<file path="config.mk">
export PLATFORM = sky130hd
export DESIGN_NAME = fpu_req_issuer_flat
export DESIGN_NICKNAME = d
export VERILOG_FILES = /design/src/rtl/fpu_req_issuer_if.sv /design/src/rtl/fpu_req_issuer.sv /design/src/flat_wrapper.sv
export SDC_FILE = /design/constraint.sdc
export NUM_CORES = 1
export LEC_CHECK = 0
export CAP_MARGIN = 20
export CORE_MARGIN = 2
export CORE_UTILIZATION = 55
export CTS_BUF_LIST = sky130_fd_sc_hd__clkbuf_8
export DETAILED_ROUTE_END_ITERATION = 10
export GPL_TIMING_DRIVEN = 0
export PLACE_DENSITY = 0.78
export SYNTH_ARGS = -nofsm -noshare
export SYNTH_HDL_FRONTEND = slang
export SYNTH_SLANG_ARGS = --single-unit
</file>
<file path="constraint.sdc">
create_clock -name CLK -period 6.35 [get_ports CLK]
set_input_delay 1.5875 -clock CLK [delete_from_list [all_inputs] [get_ports CLK]]
set_output_delay 1.5875 -clock CLK [all_outputs]
set_load 0.01 [all_outputs]
</file>
<file path="src/rtl/fpu_req_issuer_if.sv">
// FPU operation caller bus: operand/mode request side and result/exception return side.
// Four-phase valid/valid handshake: the master raises Data_valid with stable operands,
// the FPU answers with Dataout_valid, the master drops Data_valid, and the FPU drops
// Dataout_valid before the next request may be raised.
interface fpu_req_issuer_if;
  logic [31:0] Datain1;
  logic [31:0] Datain2;
  logic [2:0]  Mode;
  logic        Data_valid;
  logic [31:0] Dataout;
  logic        Dataout_valid;
  logic [2:0]  Exc;

  modport master (
    output Datain1, Datain2, Mode, Data_valid,
    input  Dataout, Dataout_valid, Exc
  );

  modport slave (
    input  Datain1, Datain2, Mode, Data_valid,
    output Dataout, Dataout_valid, Exc
  );
endinterface

</file>
<file path="src/rtl/fpu_req_issuer.sv">
// Buffers host operand pairs in a small FIFO and issues them one at a time to the FPU,
// returning each result (or a watchdog timeout) as a single-cycle strobe.
module fpu_req_issuer #(
  parameter int DEPTH   = 4,
  parameter int TIMEOUT = 255
) (
  input  logic                    CLK,
  input  logic                    RST,
  input  logic [31:0]             Op_datain1,
  input  logic [31:0]             Op_datain2,
  input  logic [2:0]              Op_mode,
  input  logic                    Op_push,
  output logic                    Op_full,
  fpu_req_issuer_if.master        fpu,
  output logic [31:0]             Res_data,
  output logic [2:0]              Res_exc,
  output logic                    Res_timeout,
  output logic                    Res_valid,
  output logic                    Busy,
  output logic [1:0]              dbg_state
);
  localparam int PW = $clog2(DEPTH);
  localparam int CW = PW + 1;
  localparam int EW = 67;
  localparam int WW = (TIMEOUT > 1) ? $clog2(TIMEOUT) : 1;
  localparam logic [WW-1:0] WD_LAST = WW'(TIMEOUT - 1);

  localparam logic [1:0] S_IDLE     = 2'd0;
  localparam logic [1:0] S_REQ      = 2'd1;
  localparam logic [1:0] S_WAIT_LOW = 2'd2;

  logic [EW-1:0] mem_q [DEPTH];
  logic [PW-1:0] wptr_q, wptr_d, rptr_q, rptr_d;
  logic [CW-1:0] count_q, count_d;
  logic [1:0]    state_q, state_d;
  logic [WW-1:0] wd_q, wd_d;
  logic [31:0]   din1_q, din1_d, din2_q, din2_d;
  logic [2:0]    mode_q, mode_d;
  logic          dv_q, dv_d;
  logic [31:0]   res_data_q, res_data_d;
  logic [2:0]    res_exc_q, res_exc_d;
  logic          res_to_q, res_to_d;
  logic          res_valid_q, res_valid_d;
  logic          push_ok, pop;

  assign push_ok = Op_push && (count_q != CW'(DEPTH));

  always_comb begin
    state_d     = state_q;
    wd_d        = wd_q;
    din1_d      = din1_q;
    din2_d      = din2_q;
    mode_d      = mode_q;
    dv_d        = dv_q;
    res_data_d  = res_data_q;
    res_exc_d   = res_exc_q;
    res_to_d    = res_to_q;
    res_valid_d = 1'b0;
    pop         = 1'b0;
    case (state_q)
      S_IDLE: begin
        // A stale Dataout_valid from the previous exchange blocks a new issue.
        if (count_q != '0 && !fpu.Dataout_valid) begin
          pop                      = 1'b1;
          {din1_d, din2_d, mode_d} = mem_q[rptr_q];
          dv_d                     = 1'b1;
          wd_d                     = '0;
          state_d                  = S_REQ;
        end
      end
      S_REQ: begin
        wd_d = wd_q + 1'b1;
        if (fpu.Dataout_valid) begin
          res_data_d  = fpu.Dataout;
          res_exc_d   = fpu.Exc;
          res_to_d    = 1'b0;
          res_valid_d = 1'b1;
          dv_d        = 1'b0;
          state_d     = S_WAIT_LOW;
        end else if (TIMEOUT != 0 && wd_q == WD_LAST) begin
          res_data_d  = '0;
          res_exc_d   = '0;
          res_to_d    = 1'b1;
          res_valid_d = 1'b1;
          dv_d        = 1'b0;
          state_d     = S_WAIT_LOW;
        end
      end
      S_WAIT_LOW: begin
        if (!fpu.Dataout_valid) state_d = S_IDLE;
      end
      default: state_d = S_IDLE;
    endcase
  end

  always_comb begin
    wptr_d  = push_ok ? wptr_q + PW'(1) : wptr_q;
    rptr_d  = pop ? rptr_q + PW'(1) : rptr_q;
    count_d = count_q + CW'(push_ok) - CW'(pop);
  end

  always_ff @(posedge CLK) begin
    if (push_ok) mem_q[wptr_q] <= {Op_datain1, Op_datain2, Op_mode};
  end

  always_ff @(posedge CLK or posedge RST) begin
    if (RST) begin
      wptr_q      <= '0;
      rptr_q      <= '0;
      count_q     <= '0;
      state_q     <= S_IDLE;
      wd_q        <= '0;
      din1_q      <= '0;
      din2_q      <= '0;
      mode_q      <= '0;
      dv_q        <= 1'b0;
      res_data_q  <= '0;
      res_exc_q   <= '0;
      res_to_q    <= 1'b0;
      res_valid_q <= 1'b0;
    end else begin
      wptr_q      <= wptr_d;
      rptr_q      <= rptr_d;
      count_q     <= count_d;
      state_q     <= state_d;
      wd_q        <= wd_d;
      din1_q      <= din1_d;
      din2_q      <= din2_d;
      mode_q      <= mode_d;
      dv_q        <= dv_d;
      res_data_q  <= res_data_d;
      res_exc_q   <= res_exc_d;
      res_to_q    <= res_to_d;
      res_valid_q <= res_valid_d;
    end
  end

  assign fpu.Datain1    = din1_q;
  assign fpu.Datain2    = din2_q;
  assign fpu.Mode       = mode_q;
  assign fpu.Data_valid = dv_q;
  assign Res_data       = res_data_q;
  assign Res_exc        = res_exc_q;
  assign Res_timeout    = res_to_q;
  assign Res_valid      = res_valid_q;
  assign Op_full        = (count_q == CW'(DEPTH));
  assign Busy           = (count_q != '0) || (state_q != S_IDLE);
  assign dbg_state      = state_q;
endmodule
</file>
<file path="src/flat_wrapper.sv">
// flat-port wrapper written by rule: the top's interface ports become plain ports
module fpu_req_issuer_flat 
#(
  parameter int DEPTH   = 4,
  parameter int TIMEOUT = 255
)
  (CLK, RST, Op_datain1, Op_datain2, Op_mode, Op_push, Op_full, Res_data, Res_exc, Res_timeout, Res_valid, Busy, dbg_state, fpu_Datain1, fpu_Datain2, fpu_Mode, fpu_Data_valid, fpu_Dataout, fpu_Dataout_valid, fpu_Exc);
  fpu_req_issuer_if fpu_i ();
  input  logic CLK;
  input  logic RST;
  input  logic [31:0] Op_datain1;
  input  logic [31:0] Op_datain2;
  input  logic [2:0] Op_mode;
  input  logic Op_push;
  output logic Op_full;
  output logic [31:0] Res_data;
  output logic [2:0] Res_exc;
  output logic Res_timeout;
  output logic Res_valid;
  output logic Busy;
  output logic [1:0] dbg_state;
  output wire logic [$bits(fpu_i.Datain1)-1:0] fpu_Datain1;
  output wire logic [$bits(fpu_i.Datain2)-1:0] fpu_Datain2;
  output wire logic [$bits(fpu_i.Mode)-1:0] fpu_Mode;
  output wire logic [$bits(fpu_i.Data_valid)-1:0] fpu_Data_valid;
  input wire logic [$bits(fpu_i.Dataout)-1:0] fpu_Dataout;
  input wire logic [$bits(fpu_i.Dataout_valid)-1:0] fpu_Dataout_valid;
  input wire logic [$bits(fpu_i.Exc)-1:0] fpu_Exc;
  assign fpu_Datain1 = fpu_i.Datain1;
  assign fpu_Datain2 = fpu_i.Datain2;
  assign fpu_Mode = fpu_i.Mode;
  assign fpu_Data_valid = fpu_i.Data_valid;
  assign fpu_i.Dataout = fpu_Dataout;
  assign fpu_i.Dataout_valid = fpu_Dataout_valid;
  assign fpu_i.Exc = fpu_Exc;
  fpu_req_issuer #(.DEPTH(DEPTH), .TIMEOUT(TIMEOUT)) u_core (.CLK(CLK), .RST(RST), .Op_datain1(Op_datain1), .Op_datain2(Op_datain2), .Op_mode(Op_mode), .Op_push(Op_push), .Op_full(Op_full), .fpu(fpu_i), .Res_data(Res_data), .Res_exc(Res_exc), .Res_timeout(Res_timeout), .Res_valid(Res_valid), .Busy(Busy), .dbg_state(dbg_state));
endmodule
</file>
==> results.py, run 1 <==
metrics = {
    "clocking": {
        "cts_resized": 0,
        "cts_setup_buffers": 0,
        "hold_buffers": 0,
        "path_clk_slew_ns": 0.06,
        "htreeDepth": 2,
        "cts_buffer_depth": 3,
        "clk_latency_ns": 0.59,
        "cts_buffers": 58,
        "cts_tree": "yes",
        "cts_sinks": 390,
        "cts_root_buffer": "clkbuf_8",
    },
    "run": {
        "drv_cap": 0,
    },
    "routing": {
        "via_count": 7714,
        "wire_per_inst_um": 20.9,
        "drt_first_pass_iters": 4,
        "drt-total-wl_um": 29700,
        "via_per_inst": 5.43,
        "drc_errors": 0,
        "drt_iter0_markers": 540,
        "ant_nets": 0,
    },
    "worst_setup_path": {
        "path_class": "reg -> out",
        "path_cells": "nor3_1 > nand2_1 > clkdlybuf4s50_1",
        "crit_fanout": 7,
        "end_kind": "output port",
        "worstPathArrival_ns": 2.50,
        "startpoint_type": "register",
        "crit_buf_inv": 1,
        "required_ns": 4.76,
        "worst_path_max_delay_cell": "nor3_1",
        "path_delay_family": "simple AND/OR/NAND/NOR gates",
        "slowest_delay_ns": 0.81,
    },
    "die": {
        "chipWidth_um": 170,
        "core_area_um2": 27000,
        "die_y_um": 170,
        "initial_core_util": 0.561,
        "num_rows": 60,
        "io_pins": 215,
        "fp.dieArea_um2": 28800,
    },
    "synth": {
        "synth_ff_type": "edfxtp_1",
        "yosysSeqAreaShare": 0.734,
        "synth_area_per_cell_um2": 20.2,
        "synth_cell_types": 46,
        "synth_cells": 748,
        "syn_area_um2": 15100,
        "async_flop_share": 0.313,
        "yosysWarnings": 0,
        "synth_seq_cells": 390,
        "synth_edf_count": 268,
        "synth.net_count": 863,
    },
    "place": {
        "post_dp_cell_area_um2": 17800,
        "port_buffers": 214,
        "place.gp.congestion": 0.796,
        "place_hpwl_um": 19000,
        "place_ws_ns": 2.44,
    },
    "final_layout": {
        "final_cell_mix": "edfxtp_1 (268), clkdlybuf4s50_1 (214), dfrtp_1 (122), clkbuf_8 (68), mux2_4 (67)",
        "drive_above_1_share": 0.197,
        "final_nets": 1142,
        "final_common_cell": "edfxtp_1",
        "stdcell_area_um2": 19000,
        "syn2layout_area_growth_pct": 25.6,
        "utilization": 0.705,
    },
    "timing": {
        "slew_violations": 0,
        "whs_ns": 0.508,
        "grt_setup_unrepaired": "no",
        "worst_pin_slew_ns": 0.972,
        "hold_viol_final": 0,
        "post-route-period-util": 0.644,
        "setup_violations": 0,
        "clock.fmax_mhz": 244,
        "min_period_ns": 4.09,
        "setup-tns-final_ns": 0,
        "slew_headroom": 0.347,
        "fin_skew_ns": 0.0151,
        "fin_ws_ns": 2.26,
    },
    "min_path": {
        "hp-class": "reg -> reg",
    },
    "run_status": {
        "status": "finished, final reports clean",
    },
    "global_routing": {
        "grt_pass1_wl_um": 46100,
        "overflow": 0,
        "antenna_found_initial": 4,
        "grt_pass1_vias": 8214,
        "grt_max_degree": 68,
        "grt_usage": 0.211,
    },
    "pwr": {
        "p_leak_uw": 0.00724,
        "ir_drop_uv": 282,
        "cellPowerDensity_nw_per_um2": 472,
    },
}
[cell families after synthesis]
group / share of synthesized area
flops: 0.734
compound gates: 0.0371
mux: 0.177
simple gates: 0.0137
xor+xnor: 0.00290
fa+ha+maj: 0.00794
buf+inv: 0.0276
[power breakdown]
part           switching (uW)  internal [uW]
combinational            1370           1830
sequential                339           3490
clock                     922           1020
[final cells by class]
type                    count  area, um^2
clock inverters            42         205
multi-input cells         275        3620
fillers                  1700        7960
flip-flops and latches    390       11100
repair buffers            219        2280
diodes                      2        5.00
inverters                  46         178
well taps                 341         427
plain buffers              37         245
clock buffers              68         936
[worst register-to-register path, stage by stage (launching register included)]
cell and delay (ns):
dfrtp_1 0.43, or3_1 0.43, nand3_2 0.15, inv_2 0.15
buf_6 0.20, ha_1 0.28, inv_1 0.04, ha_1 0.20
fa_1 0.40, xnor2_1 0.13
[cell usage after synthesis (3+ instances only)]
cell        n  area (um^2)
nand2_1     7         26.3
buf_6       8         90.1
buf_2       8         40.0
o211ai_1    3         22.5
mux4_1     34          893
a22oi_1    35          263
nor3_1      3         15.0
mux2_4     67         1010
inv_1      45          169
xnor2_1     3         26.3
dfrtp_1   122         3050
mux4_2     33          743
ha_1        8          100
edfxtp_1  268         8050
and2_1      5         31.3
o21ai_1    39          195
clkbuf_1   18         67.6
o21ai_0     3         15.0
[metrics by stage]
step	std cells	total power [uW]
after detailed placement	1308	7120
final	1420	8970
after global placement	1303	7020
after floorplan	748	5780
after global routing	1418	9470
after CTS	1418	9090
[worst paths after layout]
path,from,to,slack [ns],cells past startpoint
worst max-delay path,u_core.count_q[1],Busy,2.26,3
worst min-delay path,u_core.fpu.Datain1[30],u_core.fpu.Datain1[30],0.51,1
worst max register to register,u_core.count_q[1],u_core.count_q[2],3.83,9
worst min register to register,u_core.fpu.Datain1[30],u_core.fpu.Datain1[30],0.51,1
max in group asynchronous,RST,u_core.fpu.Datain2[7],4.13,3
min in group asynchronous,RST,u_core.fpu.Datain1[16],1.47,2
[sequential cells by signal, summed over array words and instances (netlist names)]
register / flops
u_core.Res_exc: 3
u_core.wd_q: 8
u_core.rptr_q: 2
u_core.fpu.Datain2: 32
u_core.mem_q: 268
u_core.count_q: 3
u_core.fpu.Mode: 3
u_core.Res_data: 32
u_core.wptr_q: 2
u_core.Res_valid: 1
u_core.Res_timeout: 1
u_core.fpu.Data_valid: 1
u_core.dbg_state: 2
u_core.fpu.Datain1: 32
[layer usage]
metal  wire length, um  track usage
met1             12000        0.268
met2             14500        0.352
met3              2640       0.0714
met4               548       0.0561
met5                27            0
(Power assumes the default switching activity.)
==> run 2, diff against run 1 <==
--- a/config.mk
+++ b/config.mk
@@ -7,11 +7,11 @@
 export LEC_CHECK = 0
 export CAP_MARGIN = 20
 export CORE_MARGIN = 2
-export CORE_UTILIZATION = 55
+export CORE_UTILIZATION = 51
 export CTS_BUF_LIST = sky130_fd_sc_hd__clkbuf_8
 export DETAILED_ROUTE_END_ITERATION = 10
 export GPL_TIMING_DRIVEN = 0
-export PLACE_DENSITY = 0.78
+export PLACE_DENSITY = 0.76
 export SYNTH_ARGS = -nofsm -noshare
 export SYNTH_HDL_FRONTEND = slang
 export SYNTH_SLANG_ARGS = --single-unit
==> constraint.sdc (replaced) <==
create_clock -name CLK -period 3.55 [get_ports CLK]
set_input_delay 0.8875 -clock CLK [delete_from_list [all_inputs] [get_ports CLK]]
set_output_delay 0.8875 -clock CLK [all_outputs]
set_load 0.01 [all_outputs]
==> run 2 against run 1 <==
  * Cell count is 3.5% higher
  * Combinational power rose by 79%
  * Setup slack worse by 2.0 ns
  * Final area increased by 0.98%
  * Die area up 7.7%
  * Largest cell class unchanged
  * Sequential share of layout area is 0.56 points lower
  * Critical endpoint unchanged
  * Clock-buffer cell count rose by 2
  * Hold slack lost 0.0034 ns
==> results.py, run 2 (synthesis results as in run 1) <==
metrics = {
    "clocking": {
        "clk_latency_ns": 0.59,
        "cts_buffer_depth": 3,
        "htreeDepth": 2,
        "path_clk_slew_ns": 0.06,
        "cts_resized": 0,
        "cts_buffers": 58,
        "cts_root_buffer": "clkbuf_8",
        "hold_buffers": 0,
        "cts_setup_buffers": 0,
        "cts_tree": "yes",
        "cts_sinks": 390,
    },
    "die": {
        "fp.dieArea_um2": 31100,
        "die_y_um": 176,
        "chipWidth_um": 176,
        "num_rows": 63,
        "initial_core_util": 0.514,
        "core_area_um2": 29400,
        "io_pins": 215,
    },
    "pwr": {
        "ir_drop_uv": 547,
        "p_leak_uw": 0.00729,
        "intPower_uw": 11600,
        "sequentialPowerShare": 0.419,
        "switching_share": 0.290,
        "power.switching_uw": 4740,
        "pwr-share-clk": 0.230,
        "power_frac_comb": 0.351,
        "cellPowerDensity_nw_per_um2": 852,
    },
    "place": {
        "port_buffers": 214,
        "place_hpwl_um": 19400,
        "dp.cells": 1359,
        "place.gp.congestion": 0.822,
    },
    "timing": {
        "slew_headroom": 0.398,
        "min_period_ns": 3.27,
        "setup_violations": 0,
        "post-route-period-util": 0.922,
        "clock.fmax_mhz": 305,
        "worst_pin_slew_ns": 0.896,
        "setup-tns-final_ns": 0,
        "fin_skew_ns": 0.0149,
        "grt_setup_unrepaired": "no",
        "slew_violations": 0,
        "hold_viol_final": 0,
    },
    "run": {
        "drv_cap": 0,
    },
    "final_layout": {
        "multi_input_comb_area_um2": 3620,
        "final_cell_mix": "edfxtp_1 (268), clkdlybuf4s50_1 (214), dfrtp_1 (122), clkbuf_8 (70), mux2_4 (67)",
        "layout.cells.non_filler": 1470,
        "largest_register_ffs": 268,
        "regMostFlops": "u_core.mem_q",
        "syn2layout_area_growth_pct": 26.8,
        "drive_above_1_share": 0.206,
        "utilization": 0.652,
        "regArea_um2": 11100,
        "final_nets": 1144,
        "fillers": 2014,
        "final_common_cell": "edfxtp_1",
    },
    "routing": {
        "drt_iter0_markers": 426,
        "ant_nets": 0,
        "drc_errors": 0,
        "via_count": 7840,
        "drt-total-wl_um": 30400,
        "drt_first_pass_iters": 5,
        "wire_per_inst_um": 20.7,
        "via_per_inst": 5.33,
    },
    "worst_setup_path": {
        "end_kind": "output port",
        "required_ns": 2.66,
        "path_class": "reg -> out",
        "crit_fanout": 7,
        "startpoint_type": "register",
        "worstPathArrival_ns": 2.39,
    },
    "global_routing": {
        "grt_pass1_wl_um": 47000,
        "grt_usage": 0.199,
        "overflow": 0,
        "grt_max_degree": 50,
        "antenna_found_initial": 3,
        "grt_pass1_vias": 8351,
    },
    "min_path": {
        "hp-class": "reg -> reg",
    },
    "run_status": {
        "status": "finished, final reports clean",
    },
}
-- run 2: cell count changes in the layout (fill, tap and decap cells not counted), moves of 3 or more --
cell       before  now
inv_1          62   57
buf_12          2    6
bufinv_16       1    4
clkinv_1       12    9
clkinv_2        9   12
-- run 2: worst max-delay path: stages (launching register included) --
cell             delay (ns)
dfrtp_1                0.42
nor3_1                 0.75
nand2_1                0.12
clkdlybuf4s50_1        0.52
-- run 2: power by group through the flow --
stage	Clock [uW]	Combinational, uW	Sequential (uW)
final	3750	5740	6850
after global routing	4070	6210	6980
after CTS	3870	5860	6860
after detailed placement	0	5840	6920
after global placement	0	5620	6960
after floorplan	0	3260	7080
-- run 2: layout make-up --
class | instances | share of cell area
sequential | 390 | 0.579
multi-input combinational | 275 | 0.189
timing repair buffer | 221 | 0.120
clock buffer | 70 | 0.0502
tap | 390 | 0.0254
clock inverter | 40 | 0.0146
buffer | 37 | 0.0128
inverter | 46 | 0.00920
antenna | 1 | 0.000130
-- run 2: worst paths after layout --
| kind | to | slack, ns | from | cells past startpoint |
|---|---|---|---|---|
| worst min register to register | u_core.wd_q[7] | 0.50 | u_core.wd_q[7] | 1 |
| worst max register to register | u_core.count_q[2] | 0.99 | u_core.count_q[1] | 9 |
| max in group asynchronous | u_core.fpu.Datain1[28] | 2.06 | RST | 4 |
| worst min-delay path | u_core.wd_q[7] | 0.50 | u_core.wd_q[7] | 1 |
| worst max-delay path | Busy | 0.28 | u_core.count_q[1] | 3 |
| min in group asynchronous | u_core.Res_data[15] | 0.67 | RST | 2 |
-- run 2: per-stage QoR --
stage	power, uW	hold slack [ns]	setup slack (ns)	cell area [um^2]
3_5_place_dp	12800	0.496	0.296	17900
5_1_grt	17300	0.526	0.0445	19200
3_3_place_gp	12600	0.467	-1.65	17800
4_1_cts	16600	0.512	0.238	19200
6_report	16300	0.504	0.276	19200
2_1_floorplan	10300	0.442	0.290	15100
-- run 2: layer usage --
layer,global-route usage,routed length (um),up-vias,share of wire
met2,0.333,14800,273,0.49
met5,0,24,-,0.00079
met3,0.0519,2340,49,0.077
met4,0.0496,484,4,0.016
li1,-,-,3534,-
met1,0.263,12700,3980,0.42
==> run 3, diff against run 2 <==
--- a/config.mk
+++ b/config.mk
@@ -11,7 +11,7 @@
 export CTS_BUF_LIST = sky130_fd_sc_hd__clkbuf_8
 export DETAILED_ROUTE_END_ITERATION = 10
 export GPL_TIMING_DRIVEN = 0
-export PLACE_DENSITY = 0.76
+export PLACE_DENSITY = 0.82
 export SYNTH_ARGS = -nofsm -noshare
 export SYNTH_HDL_FRONTEND = slang
 export SYNTH_SLANG_ARGS = --single-unit
==> run 3 against run 2 <==
  * Register-to-register slack gained 0.02 ns
  * Clock skew up 0.0047 ns
  * Global-route usage is essentially flat
  * Total power is 0.55% lower
  * Critical path depth stayed put
  * Sequential power barely moved
==> results.py, run 3 (synthesis results as in run 1) <==
metrics = {
    "pwr": {
        "pwr-share-clk": 0.225,
        "sequentialPowerShare": 0.421,
        "ir_drop_uv": 562,
        "p_total_uw": 16300,
        "switching_share": 0.293,
        "intPower_uw": 11500,
        "cellPowerDensity_nw_per_um2": 849,
        "power_frac_comb": 0.354,
        "power.switching_uw": 4760,
        "p_leak_uw": 0.00729,
    },
    "clocking": {
        "cts_buffers": 61,
        "path_clk_slew_ns": 0.06,
        "cts_sinks": 390,
        "cts_tree": "yes",
        "cts_buffer_depth": 3,
        "cts_setup_buffers": 0,
        "clk_latency_ns": 0.60,
        "htreeDepth": 2,
        "hold_buffers": 0,
        "cts_resized": 0,
        "cts_root_buffer": "clkbuf_8",
    },
    "min_path": {
        "hp-class": "reg -> reg",
        "whs_endpoint": "u_core.wd_q[7]",
        "hold_path_depth": 1,
        "min_from": "u_core.wd_q[7]",
    },
    "final_layout": {
        "regArea_um2": 11100,
        "fillers": 1989,
        "syn2layout_area_growth_pct": 26.6,
        "layout.cells.non_filler": 1474,
        "final_common_cell": "edfxtp_1",
        "regMostFlops": "u_core.mem_q",
        "drive_above_1_share": 0.198,
        "final_cell_mix": "edfxtp_1 (268), clkdlybuf4s50_1 (214), dfrtp_1 (122), clkbuf_8 (68)",
        "final_nets": 1147,
        "largest_register_ffs": 268,
        "multi_input_comb_area_um2": 3620,
    },
    "worst_setup_path": {
        "worst_path_max_delay_cell": "nor3_1",
        "required_ns": 2.66,
        "path_delay_family": "simple AND/OR/NAND/NOR gates",
        "startpoint_type": "register",
        "slowest_delay_ns": 0.75,
        "r2r-start": "u_core.count_q[1]",
        "reg2reg_to": "u_core.count_q[2]",
        "crit_fanout": 7,
        "reg2reg_slack_ns": 1.01,
        "worstPathArrival_ns": 2.40,
        "crit_buf_inv": 1,
        "path_cells": "nor3_1 > nand2_1 > clkdlybuf4s50_1",
        "end_kind": "output port",
        "path_class": "reg -> out",
        "reg2reg_depth": 9,
    },
    "routing": {
        "drt-total-wl_um": 30400,
        "via_per_inst": 5.31,
        "via_count": 7828,
        "drc_errors": 0,
        "wire_per_inst_um": 20.7,
        "drt_iter0_markers": 459,
        "drt_first_pass_iters": 5,
        "ant_nets": 0,
    },
    "die": {
        "die_y_um": 176,
        "initial_core_util": 0.514,
        "fp.dieArea_um2": 31100,
        "io_pins": 215,
        "chipWidth_um": 176,
        "num_rows": 63,
        "core_area_um2": 29400,
    },
    "place": {
        "port_buffers": 214,
        "place.gp.congestion": 0.892,
        "place_ws_ns": 0.292,
        "dp.cells": 1359,
        "place_hpwl_um": 19700,
    },
    "timing": {
        "post-route-period-util": 0.925,
        "min_period_ns": 3.28,
        "fin_skew_ns": 0.0196,
        "clock.fmax_mhz": 305,
        "setup_violations": 0,
        "whs_ns": 0.484,
        "worst_pin_slew_ns": 0.888,
        "hold_viol_final": 0,
        "slew_headroom": 0.404,
        "slew_violations": 0,
        "grt_setup_unrepaired": "no",
        "setup-tns-final_ns": 0,
        "fin_ws_ns": 0.267,
    },
    "global_routing": {
        "antenna_found_initial": 5,
        "grt_max_degree": 52,
        "grt_usage": 0.199,
        "grt_pass1_wl_um": 47000,
        "overflow": 0,
        "grt_pass1_vias": 8326,
    },
    "run_status": {
        "status": "finished, final reports clean",
    },
    "run": {
        "drv_cap": 0,
    },
}
==> run 3: area by class of cell <==
cell class,count,area share
Antenna cell,1,0.000131
Multi-Input combinational cell,275,0.189
Buffer,37,0.0128
Sequential cell,390,0.580
Inverter,46,0.00921
Timing Repair Buffer,221,0.121
Clock buffer,68,0.0489
Clock inverter,46,0.0143
Tap cell,390,0.0255
==> run 3: how the worst max path moves through the flow <==
stage                                  from                   to  depth (start not counted)
after floorplan                     Op_push   u_core.mem_q[0][0]                          3
after global placement              Op_push  u_core.mem_q[1][20]                          4
after detailed placement  fpu_Dataout_valid    u_core.count_q[2]                         10
after CTS                 u_core.count_q[1]                 Busy                          3
after global routing      u_core.count_q[1]                 Busy                          3
final                     u_core.count_q[1]                 Busy                          3
==> run 3: worst register-to-register path, stage by stage (launching register included) <==
cell     delay, ns
dfrtp_1       0.42
or3_1         0.43
nand3_2       0.16
inv_2         0.15
buf_6         0.20
ha_1          0.28
inv_1         0.04
ha_1          0.22
fa_1          0.41
xnor2_1       0.13
==> run 3: stage by stage <==
stage | utilization | instance area, um^2
finish | 0.651 | 19200
floorplan | - | 15100
global placement | 0.604 | 17800
CTS | 0.651 | 19100
detailed placement | 0.610 | 17900
global route | 0.651 | 19100
==> run 3: power groups by stage <==
stage,Clock (uW),Sequential [uW],Combinational [uW]
2_1_floorplan,0,7080,3260
3_3_place_gp,0,6940,5620
3_5_place_dp,0,6910,5850
4_1_cts,3760,6840,5880
5_1_grt,3970,6970,6210
6_report,3660,6840,5750
==> run 3: routing by layer <==
| metal | global-route usage | up-vias | wire, um |
|---|---|---|---|
| li1 | - | 3545 | - |
| met1 | 0.252 | 3942 | 12300 |
| met2 | 0.336 | 279 | 15100 |
| met3 | 0.0590 | 54 | 2450 |
| met4 | 0.0568 | 8 | 584 |
| met5 | 0 | - | 47 |
==> variant 1 (config.mk and constraints of run 2) <==
`TIMEOUT` is set to 255 in 2 places; all go to 510.
--- a/src/rtl/fpu_req_issuer.sv
+++ b/src/rtl/fpu_req_issuer.sv
@@ -4,3 +4,3 @@
   parameter int DEPTH   = 4,
-  parameter int TIMEOUT = 255
+  parameter int TIMEOUT = 510
 ) (
--- a/src/flat_wrapper.sv
+++ b/src/flat_wrapper.sv
@@ -4,3 +4,3 @@
   parameter int DEPTH   = 4,
-  parameter int TIMEOUT = 255
+  parameter int TIMEOUT = 510
 )
Formal check against the unedited RTL: same outputs for any inputs over 4 cycles, from zero or initial values and one cycle with RST high; that may be too few to reach the edited logic, so the function may still have changed.
==> variant 1 against run 2 <==
Final area barely moved. Global-route usage fell by 0.34 points. Synthesized area rose by 0.13%. Setup slack improved by 0.22 ns. Sequential share of layout area rose by 0.17 points. Sequential cell count rose by 1. Power rose by 0.41%. Wire length fell by 1.0%. Clock skew rose by 0.018 ns. Critical path type is now in -> reg. Critical endpoint is now u_core.count_q[2].
==> variant 1: results (changes against run 2) <==
\begin{tabular}{lr}
\hline
Metric & Value \\
\hline
\multicolumn{2}{l}{\textbf{Synth}} \\
\quad Synth top cells by count & sky130\_fd\_sc\_hd\_\_edfxtp\_1 (268), sky130\_fd\_sc\_hd\_\_dfrtp\_1 (123), sky130\_fd\_sc\_hd\_\_mux2\_4 (67), sky130\_fd\_sc\_hd\_\_mux4\_2 (67), sky130\_fd\_sc\_hd\_\_inv\_1 (46) \\
\quad Mean area per synthesized cell & 20.1 um\^{}2 (-0.53\%) \\
\quad Top cells by area in the synthesized netlist & sky130\_fd\_sc\_hd\_\_edfxtp\_1 (53\%), sky130\_fd\_sc\_hd\_\_dfrtp\_1 (20\%), sky130\_fd\_sc\_hd\_\_mux4\_2 (10\%) \\
\quad Share of async-settable or async-resettable flops after synthesis & 31.5\% (+0.18 points) \\
\quad Share of synthesized area occupied by flip-flops and latches & 73.5\% (about the same) \\
\quad Net count of the mapped netlist & 868 (+0.58\%) \\
\quad Synth cell types & 52 (+13\%) \\
\multicolumn{2}{l}{\textbf{Routing}} \\
\quad Length of routed met2 wiring & 14800 um (+0.24\%) \\
\quad Iter 0 DRT Violations & 511 (+20\%) \\
\quad First-pass iteration count of the detailed router & 4 (-1) \\
\quad Routed WL per cell & 20.3 um (-1.6\%) \\
\quad Final Routed Wirelength & 30100 um (-1.0\%) \\
\multicolumn{2}{l}{\textbf{CTS}} \\
\quad Skew-Pair Late Insertion Delay & 0.61 ns (+0.02 ns) \\
\quad Number of buffers added by the clock tree synthesis step & 60 (+3.4\%) \\
\multicolumn{2}{l}{\textbf{Placed design}} \\
\quad Cell area after placement & 18000 um\^{}2 (+0.15\%) \\
\quad Minimum setup slack after placement & -0.125 ns (-0.421 ns) \\
\quad Detailed placer's ending HPWL & 19300 um (-0.98\%) \\
\quad Placer's final routability congestion estimate & 0.771 (-6.2\%) \\
\multicolumn{2}{l}{\textbf{Outcome}} \\
\quad Status & finished clean \\
\multicolumn{2}{l}{\textbf{Power and ir drop}} \\
\quad Total leakage power & 7.23 nW (-0.78\%) \\
\quad Worst IR Drop VDD & 0.540 mV (-1.3\%) \\
\multicolumn{2}{l}{\textbf{Setup path}} \\
\quad Critical path launch point & fpu\_Dataout\_valid \\
\quad RR Startpoint & u\_core.dbg\_state[0] \\
\quad Arr. time, crit path & 3.57 ns (+1.18 ns) \\
\quad Library cell contributing the largest single delay on the critical path & sky130\_fd\_sc\_hd\_\_clkdlybuf4s50\_1 \\
\multicolumn{2}{l}{\textbf{Global route}} \\
\quad Overall routing resource usage & 19.5\% (-0.34 points) \\
\quad Initial antenna violation count & 2 (-1) \\
\quad Number of global-route vias before repair & 8169 (-2.2\%) \\
\multicolumn{2}{l}{\textbf{Timing}} \\
\quad Worst clock skew on the final layout & 0.0332 ns (+0.0183 ns) \\
\quad Least-Margin Pin Slew & 0.705 ns (-0.191 ns) \\
\multicolumn{2}{l}{\textbf{Layout}} \\
\quad Count of nets after finishing & 1151 (+0.61\%) \\
\quad Fraction of layout cells with a size suffix above 1 & 23.3\% (+2.7 points) \\
\hline
\end{tabular}
==> variant 1: cell types whose count changed in the layout (fill, tap and decap cells not counted), moves of 8 or more <==
cell / delta
sky130_fd_sc_hd__mux4_1: -34
sky130_fd_sc_hd__mux4_2: +34
sky130_fd_sc_hd__o21ai_1: -29
sky130_fd_sc_hd__o21ai_0: +25
sky130_fd_sc_hd__inv_1: +15
sky130_fd_sc_hd__clkinv_2: -8
==> variant 1: final timing paths <==
check	slack [ns]	cells after the start	to
max	0.49	12	u_core.count_q[2]
min	0.47	1	u_core.wd_q[7]
max reg2reg	0.76	12	u_core.count_q[2]
min reg2reg	0.47	1	u_core.wd_q[7]
max in group asynchronous	2.20	3	u_core.fpu.Datain1[18]
min in group asynchronous	0.72	2	u_core.fpu.Datain1[27]
==> variant 1: final cells by class <==
cell class | count | area, um^2
Fill cell | 1984 | 10200
Timing Repair Buffer | 221 | 2310
Tap cell | 390 | 488
Antenna cell | 1 | 2.50
Buffer | 40 | 304
Sequential cell | 391 | 11100
Clock inverter | 44 | 241
Inverter | 47 | 193
Clock buffer | 70 | 963
Multi-Input combinational cell | 275 | 3540
==> variant 1: power by group through the flow <==
stage	sequential, mW	combinational [mW]	clock (mW)
final	6.84	5.93	3.64
after global routing	6.97	6.39	3.93
after CTS	6.85	6.05	3.72
after detailed placement	6.91	6.03	0
after global placement	6.97	5.82	0
after floorplan	7.10	3.43	0
==> variant 1: per-layer routing <==
metal / vias up / GRT usage [%]
met5: - / 0
met1: 3874 / 25.6
met4: 2 / 5.13
li1: 3525 / -
met2: 278 / 32.4
met3: 38 / 5.73
==> variant 1: worst reg2reg max path, cell delays in order, from the launching register on <==
cell,delay (ns)
sky130_fd_sc_hd__dfrtp_1,0.39
sky130_fd_sc_hd__buf_6,0.14
sky130_fd_sc_hd__or3_4,0.40
sky130_fd_sc_hd__or2_4,0.29
sky130_fd_sc_hd__clkinv_8,0.12
sky130_fd_sc_hd__buf_12,0.17
sky130_fd_sc_hd__ha_1,0.24
sky130_fd_sc_hd__inv_1,0.06
sky130_fd_sc_hd__ha_1,0.14
sky130_fd_sc_hd__inv_1,0.05
sky130_fd_sc_hd__fa_1,0.40
sky130_fd_sc_hd__xnor2_1,0.20
sky130_fd_sc_hd__xnor2_1,0.13
==> variant 1: kinds of logic (layout without fill, tap and decap cells) <==
family,after synthesis,after routing,synth area share [%]
other,0,1,0
and+or+nand+nor,34,34,1.39
DFF,391,391,73.5
buffers and inverters,87,422,3.25
xor gates and xnor gates,7,7,0.405
muxes,138,138,16.9
adders and majority gates,9,9,0.793
AOI/OAI and AO/OA,87,87,3.82
==> variant 2 (flow settings as in run 2) <==
Without the edit above. `res_data_q` no longer has a reset.
--- a/src/rtl/fpu_req_issuer.sv
+++ b/src/rtl/fpu_req_issuer.sv
@@ -116,3 +116,2 @@
       dv_q        <= 1'b0;
-      res_data_q  <= '0;
       res_exc_q   <= '0;
@@ -130,3 +129,2 @@
       dv_q        <= dv_d;
-      res_data_q  <= res_data_d;
       res_exc_q   <= res_exc_d;
@@ -135,2 +133,6 @@
     end
+  end
+
+  always_ff @(posedge CLK) begin
+    res_data_q <= res_data_d;
   end
Formal check against the unedited RTL: differs if RST is asserted again (counterexample within 4 cycles, from zero or initial values and one cycle with RST high); with RST held inactive, the same outputs for 4 cycles.
==> variant 2 against run 2 <==
Setup slack gained 0.21 ns. Sequential share of layout area grew 3.2 points. Synthesized area shrank 3.8%. Via count decreased by 8.3%. Count of clock-buffer cells in the layout is 1 higher. Final area shrank 3.9%. Power shrank 9.8%. Global-route usage down 0.69 points. Wire length shrank 7.1%. Non-clock buffer count down 10. Clock skew up 0.011 ns. Sequential cell count unchanged.
==> variant 2: results (changes against run 2) <==
\begin{tabular}{lr}
\hline
Metric & Value \\
\hline
\multicolumn{2}{l}{\textbf{Power and ir drop}} \\
\quad Power after layout & 14.7 mW (-9.8\%) \\
\quad Total leakage power & 6.57 nW (-9.9\%) \\
\multicolumn{2}{l}{\textbf{Routing}} \\
\quad Iter 0 DRT Violations & 398 (-6.6\%) \\
\quad Length of routed met2 wiring & 13800 um (-6.8\%) \\
\quad Via count normalized by instance count & 5.21 (-2.3\%) \\
\quad Wire length the detailed router placed on met1 & 11900 um (-6.5\%) \\
\quad First-pass iteration count of the detailed router & 4 (-1) \\
\multicolumn{2}{l}{\textbf{Floorplanning}} \\
\quad Width of the chip & 173 um (-1.9\%) \\
\multicolumn{2}{l}{\textbf{Global route}} \\
\quad Maximum number of pins on one net before global-route repair & 60 (+20\%) \\
\quad Overall routing resource usage & 19.2\% (-0.69 points) \\
\multicolumn{2}{l}{\textbf{Placed design}} \\
\quad Number of placed instances, taps included & 1270 (-6.5\%) \\
\quad Placer's final routability congestion estimate & 0.754 (-8.4\%) \\
\quad IO Port Bufs & 213 (-0.47\%) \\
\quad Detailed placer's ending HPWL & 17700 um (-9.1\%) \\
\multicolumn{2}{l}{\textbf{Synth}} \\
\quad Cells after synthesis & 674 (-9.9\%) \\
\quad Synth cell types & 41 (-11\%) \\
\quad Number of synthesized flops with an enable pin & 300 (+12\%) \\
\quad Share of async-settable or async-resettable flops after synthesis & 23.1\% (-8.2 points) \\
\multicolumn{2}{l}{\textbf{Layout}} \\
\quad Buffers excl. clock & 248 (-3.9\%) \\
\quad Final-layout non-clock buffer area share & 13.3\% (about the same) \\
\quad Filler instances & 1932 (-4.1\%) \\
\quad Count of nets after finishing & 1069 (-6.6\%) \\
\quad Count of multi-input gates & 243 (-12\%) \\
\quad Sequential fraction of total cell area & 61.1\% (+3.2 points) \\
\multicolumn{2}{l}{\textbf{Setup path}} \\
\quad Arr. time, crit path & 2.17 ns (-0.22 ns) \\
\quad RR Startpoint & u\_core.dbg\_state[0] \\
\multicolumn{2}{l}{\textbf{Outcome}} \\
\quad Status & finished clean \\
\multicolumn{2}{l}{\textbf{CTS}} \\
\quad Number of buffers added by the clock tree synthesis step & 60 (+3.4\%) \\
\hline
\end{tabular}
-- variant 2: cell count changes after synthesis, moves of 35 or more --
cell | run 2 | this run
sky130_fd_sc_hd__a22oi_1 | 35 | 0
sky130_fd_sc_hd__mux2_2 | 0 | 51
sky130_fd_sc_hd__mux2_4 | 67 | 0
sky130_fd_sc_hd__o21ai_1 | 39 | 0
-- variant 2: routing by layer --
layer,track usage (%),up-vias
met5,0,-
li1,-,3254
met2,31.8,236
met1,25.2,3649
met3,5.21,52
met4,5.54,2
-- variant 2: logic make-up after synthesis --
| kind of cell | count (synthesis) | synth area share (%) |
|---|---|---|
| DFF | 390 | 77.4 |
| xor gates and xnor gates | 5 | 0.301 |
| and+or+nand+nor | 66 | 2.86 |
| muxes | 137 | 15.8 |
| AOI/OAI and AO/OA | 26 | 1.21 |
| buffers and inverters | 41 | 1.60 |
| adders and majority gates | 9 | 0.826 |
